$ cat config.mk
export PLATFORM = sky130hd
export DESIGN_NAME = coin_sequencer
export DESIGN_NICKNAME = d
export VERILOG_FILES = /design/src/rtl/coin_sequencer.sv
export SDC_FILE = /design/constraint.sdc
export NUM_CORES = 1
export LEC_CHECK = 0
export CAP_MARGIN = 10
export CORE_MARGIN = 2
export CORE_UTILIZATION = 45
export CTS_BUF_LIST = sky130_fd_sc_hd__clkbuf_16
export CTS_CLUSTER_DIAMETER = 40
export CTS_CLUSTER_SIZE = 14
export DETAILED_ROUTE_END_ITERATION = 16
export PLACE_DENSITY = 0.71
export SLEW_MARGIN = 10
export SYNTH_ARGS = -nofsm -noshare
export SYNTH_HDL_FRONTEND = slang
export SYNTH_SLANG_ARGS = --single-unit
$ cat constraint.sdc
create_clock -name clk -period 6.2 [get_ports clk]
set_input_delay 1.24 -clock clk [delete_from_list [all_inputs] [get_ports clk]]
set_output_delay 1.24 -clock clk [all_outputs]
set_load 0.03 [all_outputs]
$ cat src/rtl/coin_sequencer.sv
// Coin pulse scheduler for the vending FSM. Coins are queued in a FIFO and
// replayed one at a time on r50/r100/r200, spaced by GAP_CYCLES low cycles.
module coin_sequencer #(
  parameter int DEPTH      = 4,
  parameter int GAP_CYCLES = 2
) (
  input  logic                       clk,
  input  logic                       rst,
  input  logic                       c50,
  input  logic                       c100,
  input  logic                       c200,
  input  logic [1:0]                 fsm_state,
  output logic                       r50,
  output logic                       r100,
  output logic                       r200,
  output logic [2:0]                 rej,
  output logic [$clog2(DEPTH+1)-1:0] count,
  output logic                       busy
);
  localparam int AW = $clog2(DEPTH);
  localparam int CW = $clog2(DEPTH+1);
  localparam int GW = $clog2(GAP_CYCLES+1);

  typedef enum logic [1:0] {IDLE, ISSUE, GAP} state_t;

  state_t        state, state_nxt;
  logic [1:0]    mem [DEPTH];
  logic [AW-1:0] rd_ptr, wr_ptr;
  logic [GW-1:0] gap, gap_nxt;
  logic [1:0]    cur;
  logic          pop, gap_done;
  logic [1:0]    npush;
  logic [1:0]    wcode [3];
  logic [AW-1:0] waddr [3];
  logic [2:0]    rej_nxt, coins;

  assign coins    = {c200, c100, c50};
  assign gap_done = (state == GAP) && (gap == GW'(1));
  // The final gap cycle doubles as the idle decision so the spacing is exactly GAP_CYCLES.
  assign pop = (count != '0) && (fsm_state != 2'b11) && ((state == IDLE) || gap_done);

  always_comb begin
    state_nxt = state;
    gap_nxt   = gap;
    case (state)
      IDLE:  if (pop) state_nxt = ISSUE;
      ISSUE: begin
        state_nxt = GAP;
        gap_nxt   = GW'(GAP_CYCLES);
      end
      GAP: begin
        if (gap_done) state_nxt = pop ? ISSUE : IDLE;
        else          gap_nxt   = gap - GW'(1);
      end
      default: state_nxt = IDLE;
    endcase
  end

  // Largest coin claims a free slot first; free space already counts this cycle's pop.
  always_comb begin
    int free, n;
    free    = DEPTH - int'(count) + int'(pop);
    n       = 0;
    rej_nxt = '0;
    for (int j = 0; j < 3; j++) begin
      wcode[j] = '0;
      waddr[j] = wr_ptr + AW'(j);
    end
    for (int i = 2; i >= 0; i--) begin
      if (coins[i]) begin
        if (n < free) begin
          wcode[n] = 2'(i + 1);
          n++;
        end else begin
          rej_nxt[i] = 1'b1;
        end
      end
    end
    npush = 2'(n);
  end

  always_ff @(posedge clk) begin
    if (rst) begin
      state  <= IDLE;
      gap    <= '0;
      cur    <= '0;
      rd_ptr <= '0;
      wr_ptr <= '0;
      count  <= '0;
      rej    <= '0;
    end else begin
      state  <= state_nxt;
      gap    <= gap_nxt;
      rej    <= rej_nxt;
      if (pop) begin
        cur    <= mem[rd_ptr];
        rd_ptr <= rd_ptr + AW'(1);
      end
      wr_ptr <= wr_ptr + AW'(npush);
      count  <= count - CW'(pop) + CW'(npush);
    end
  end

  always_ff @(posedge clk) begin
    if (!rst) begin
      for (int j = 0; j < 3; j++)
        if (j < int'(npush)) mem[waddr[j]] <= wcode[j];
    end
  end

  assign r50  = (state == ISSUE) && (cur == 2'b01);
  assign r100 = (state == ISSUE) && (cur == 2'b10);
  assign r200 = (state == ISSUE) && (cur == 2'b11);
  assign busy = (count != '0) || (state != IDLE);

endmodule

== Yosys cells after proc, flatten, opt, wreduce, memory -nomap -nowiden ==
Memory sizes are Yosys's and may differ from the RTL's. A register that Yosys moved wholly into a read port is not among the register bits.
Index checks and enable logic that the tools add are counted.
Widths: inputs -> output; s select.
Word-level totals
  input port bits: 7
  output and inout port bits: 10
  logic and storage cells: 104
  memory bits (writable): 8
  memories: 1
  flip-flop bits (word level): 14
Memory list
  mem: depth 4, width 2, read ports 1, clocked after Yosys merged registers in 1, wr ports 3, line 27  | logic [1:0] mem [DEPTH];
Operators by class
  magnitude comparators: 10
  add/subtract/negate cells: 11
  mux-type cells: 34
  eq/ne operators: 10
  reduce and logical (&&, ||, !) cells: 19
  bitwise logic cells: 11
Operator list (count)
  $ge 32x3->1 const B: 2
  $lt 32x1->1 const B: 2
  $mux 32: 2
  $not 32->32: 2
  $add 32x2->32 const B: 1
  $lt 32x5->1: 1
  $mux 6: 4
  $mux 2: 9
  $mux 1: 15
  $demux 2 s2: 2
  $logic_and 1x1->1: 8
  $ne 2x2->1 const B: 4
  $and 3x3->3: 2
  $eq 2x1->1 const B: 3
  $eq 2x2->1 const B: 3
  $not 3->3: 2
  $or 3x3->3: 2
  $pmux 2 s3: 1
  $reduce_or 2->1: 3
  $add 4x2->5: 1
  $lt 1x5->1 const A: 1
  $lt 2x5->1: 1
  $add 2x1->2 const B: 2
  $add 2x2->2 const B: 2
  other kinds (14): 20

== Longest topological paths before layout ==
  depth in word-level cells: 20
  depth in mapped cells: 29
  depth with buffers taken out: 29

== Worst setup path after synthesis ==
OpenSTA, ideal clock, no wires.
  kind: input port to flip-flop
  start: in fsm_state[0]
  end: reg count[2]
  required time: 6.122 ns
  arrival: 5.889 ns
  slack: 0.233 ns
  path buffers: 0
  stages: 26
  cells stage by stage: a211oi_1 -> o21ai_1 -> inv_1 -> ha_1 -> ha_1 -> nor2b_4 -> and3_4 -> o21ai_2 -> and3_2 -> nand2_1 -> inv_1 -> ha_1 -> nand2_1 -> inv_1 -> ha_1 -> nor2_1 -> o21ai_1 -> a21oi_1 -> nand2_1 -> mux2_2 -> xnor2_1 -> ha_1 -> fa_1 -> xor2_1 -> and3_1 -> nor3_1
On the way
  cells in the longest elaborated chain, start to end: 14
  elaborated cells between the ends (all ways): 17
  those cells by class: 5 x add/sub; 3 x order compare; 1 x eq/ne; 6 x mux; 2 x reduce/logical
RTL lines
  from (decl): line 12  | input logic [1:0] fsm_state,
  $ne 2x2->1 (*): line 40  | assign pop = (count != '0) && (fsm_state != 2'b11) && ((state == IDLE) || gap_done);
  $logic_and 1x1->1 (*) (2 in a row): line 40
  named net pop: line 31  | logic pop, gap_done;
  $add 4x2->5: line 62  | free = DEPTH - int'(count) + int'(pop);
  $lt 1x5->1: line 71  | if (n < free) begin
  $mux 1: line 71
  $mux 1: line 70  | if (coins[i]) begin
  $add 32x2->32 / $lt 2x5->1 (equally long branches): line 73, 71
  $mux 32: line 71
  $mux 32: line 70
  $lt 32x5->1 / $add 2x2->2 (equally long branches): line 71, 73
  $mux 2: line 71
  $mux 2: line 70
  $add 3x2->3 (*): line 100  | count <= count - CW'(pop) + CW'(npush);
  to (signal assigned): line 100
  to (decl): line 17  | output logic [$clog2(DEPTH+1)-1:0] count,
The timed path passes the listed nets; every way through them passes the cells marked *.
A chain may end at the register's enable or synchronous reset.

== Final worst setup path ==
Same ends and word-level chain as after synthesis.

==> impl_metrics.env <==
export IMPL_layout_min_cycle_time_ns=5.85
export IMPL_grt_start_max_net_pins=17
export IMPL_worst_slew_pin_slew_ns=0.796
export IMPL_worstHoldPathType="reg -> reg"
export IMPL_slew_headroom=0.466
export IMPL_io_buffer_count=16
export IMPL_ios=17
export IMPL_yosys_area_top_type_share=0.169
export IMPL_layout_commonest_cell="nor2_1"
export IMPL_drc=0
export IMPL_grt_overflow_total=0
export IMPL_wl_per_cell_um=14.7
export IMPL_wl_mm=4.29
export IMPL_drt_first_pass_iters=4
export IMPL_worstRegToRegCells=29
export IMPL_ys_top_cells_by_area="dfxtp_1 17%, edfxtp_1 13%, ha_1 7.9%"
export IMPL_area_delta_synth_final_pct=20.5
export IMPL_final_cell_mix="22 x nor2_1, 18 x inv_1, 16 x dfxtp_1, 16 x clkdlybuf4s50_1"
export IMPL_synth_compound_gate_area_share=0.272
export IMPL_fin_skew_ns=0.00390
export IMPL_grt_setup_unrepaired="no"
export IMPL_drv_cap=0
export IMPL_r2r_end="count[2]"
export IMPL_avgSynthCellArea_um2=8.80
export IMPL_async_flop_share=0
export IMPL_r2r_slack_ns=0.81
export IMPL_synthAdderAreaFrac=0.0895
export IMPL_vias=1695
export IMPL_dieArea_mm2=0.00476
export IMPL_dp_hpwl_mm=3.43
export IMPL_final_max_slew_viol_count=0
export IMPL_die_x_um=69.0
export IMPL_first_global_vias=1590
export IMPL_hold_depth=1
export IMPL_cts_inserted_buffers=3
export IMPL_cp_data_required_time_ns=6.38
export IMPL_worstHoldStart="gap[1]"
export IMPL_setup_viol=0
export IMPL_crit_fanout=6
export IMPL_synth_simple_gate_area_frac=0.213
export IMPL_ys_ff_latch=24
export IMPL_antenna_cells=0
export IMPL_hold_violations=0
export IMPL_syn_num_nets=236
export IMPL_core_mm2=0.00403
export IMPL_h_tree_depth=1
export IMPL_gp_congestion=0.918
export IMPL_final_cell_area_mm2=0.00229
export IMPL_fin_nets=262
export IMPL_vias_per_cell=5.82
export IMPL_synth_top_family_by_area="compound AO/OA/AOI/OAI gates"
export IMPL_arrival_ns=6.03
export IMPL_syn_cell_area_mm2=0.00190
export IMPL_dr_first_iter_drc_count=89
export IMPL_clk_latency_ns=0.25
export IMPL_worstReg2RegStart="count[0]"
export IMPL_synth_distinct_cells=61
export IMPL_synth_area_mux_share=0.0560
export IMPL_grt_pass1_wl_mm=7.33
export IMPL_worstSetupStartpointType="input port"
export IMPL_synthXorXnorAreaFrac=0.0276
export IMPL_path_class="in -> reg"
export IMPL_clock_sinks=24
export IMPL_synth_area_leader_cell="dfxtp_1"
export IMPL_placed_cell_area_mm2=0.00217
export IMPL_grtUsageTotal=0.203
export IMPL_layout_drive_gt1_share=0.178
export IMPL_holdPathEnd="gap[1]"
export IMPL_cts_tree="built"
export IMPL_synth_edf_count=8
export IMPL_outcome="completed"
export IMPL_start_util=0.472
export IMPL_fin_crit_sh=0.943
export IMPL_cp_end_kind="flip-flop"
export IMPL_ant_nets=0
export IMPL_ys_seq_area_frac=0.295
export IMPL_synth_cells=216
export IMPL_rows=23
export IMPL_ys_flop_type="dfxtp_1"
export IMPL_antenna_found_initial=0
export IMPL_path_clk_slew_ns=0.06
export IMPL_cts_root_buf="clkbuf_16"
export IMPL_chipHeight_um=69.0
export IMPL_finalSetupTns_ns=0
export IMPL_fmax_ghz=0.171
export IMPL_ys_warn_count=0
export IMPL_clk_path_buf_depth=2
critical path, stage by stage:
cell,delay (ns)
clkdlybuf4s50_1,0.41
a211oi_2,0.21
o21ai_1,0.12
inv_1,0.10
ha_2,0.20
ha_1,0.17
nor2b_4,0.19
and3_4,0.21
o21ai_2,0.07
and3_2,0.19
nand2_1,0.08
inv_1,0.06
ha_1,0.19
nand2_1,0.07
inv_1,0.08
ha_1,0.31
nor2_2,0.14
o21ai_1,0.11
a21oi_2,0.19
nand2_1,0.11
mux2_4,0.33
xnor2_1,0.13
ha_1,0.21
fa_1,0.41
xor2_1,0.19
and3_1,0.19
nor3_1,0.11
sequential cells by signal, summed over array words and instances (netlist names):
name and flops:
state 2, wr_ptr 2, mem 8, count 3, cur 2, gap 2
rd_ptr 2, rej 3
final cells by class:
class | count | area, um2
sequential | 24 | 561
timing repair buffer | 25 | 228
multi-input combinational | 170 | 1270
fill | 377 | 1740
tap | 50 | 62.6
inverter | 18 | 67.6
clock buffer | 4 | 100
layer usage:
metal | wire (um) | vias up | global-route usage | part of all wire
li1 | - | 852 | - | -
met1 | 2000 | 789 | 0.272 | 0.47
met2 | 2080 | 50 | 0.362 | 0.48
met3 | 169 | 4 | 0.00487 | 0.039
met4 | 42 | 0 | 0.0515 | 0.0098
met5 | 0 | - | 0 | 0
cells by family after synthesis:
| logic type | Yosys count |
|---|---|
| adders and majority gates | 13 |
| and+or+nand+nor | 75 |
| muxes | 8 |
| xor gates and xnor gates | 6 |
| AOI/OAI and AO/OA | 68 |
| buffers and inverters | 22 |
| DFF | 24 |
how the worst max path moves through the flow:
stage,end,start,cells past startpoint
after floorplan,count[2],fsm_state[0],26
after global placement,count[2],fsm_state[0],26
after detailed placement,count[2],fsm_state[0],27
after CTS,count[2],fsm_state[0],27
after global routing,count[2],fsm_state[0],27
final,count[2],fsm_state[0],27
Yosys cell counts, drive strengths merged (6+ instances only):
library cell,number
edfxtp,8
or3,6
dfxtp,16
nor2,24
and3,6
nand2,12
a21oi,15
ha,12
nand3,6
o21ai,18
inv,18
stage by stage:
stage / worst slack (ns) / cells / utilization / hold WS, ns
3_5_place_dp: -0.0414 / 287 / 0.538 / 0.550
3_3_place_gp: 0.0743 / 287 / 0.538 / 0.525
6_report: 0.352 / 291 / 0.568 / 0.562
2_1_floorplan: 0.233 / 216 / - / 0.501
5_1_grt: 0.0307 / 291 / 0.568 / 0.592
4_1_cts: 0.218 / 291 / 0.563 / 0.568
what timing repair did:
action / CTS / global route
setup buffers: 0 / 0
hold buffers: 0 / 0
endpoints found under the setup margin: 0 / 2
resized for setup: 0 / 8
Power is left out: the tool's default activity adds up to more than one toggle a clock period on the data nets, which glitch-free logic cannot reach.
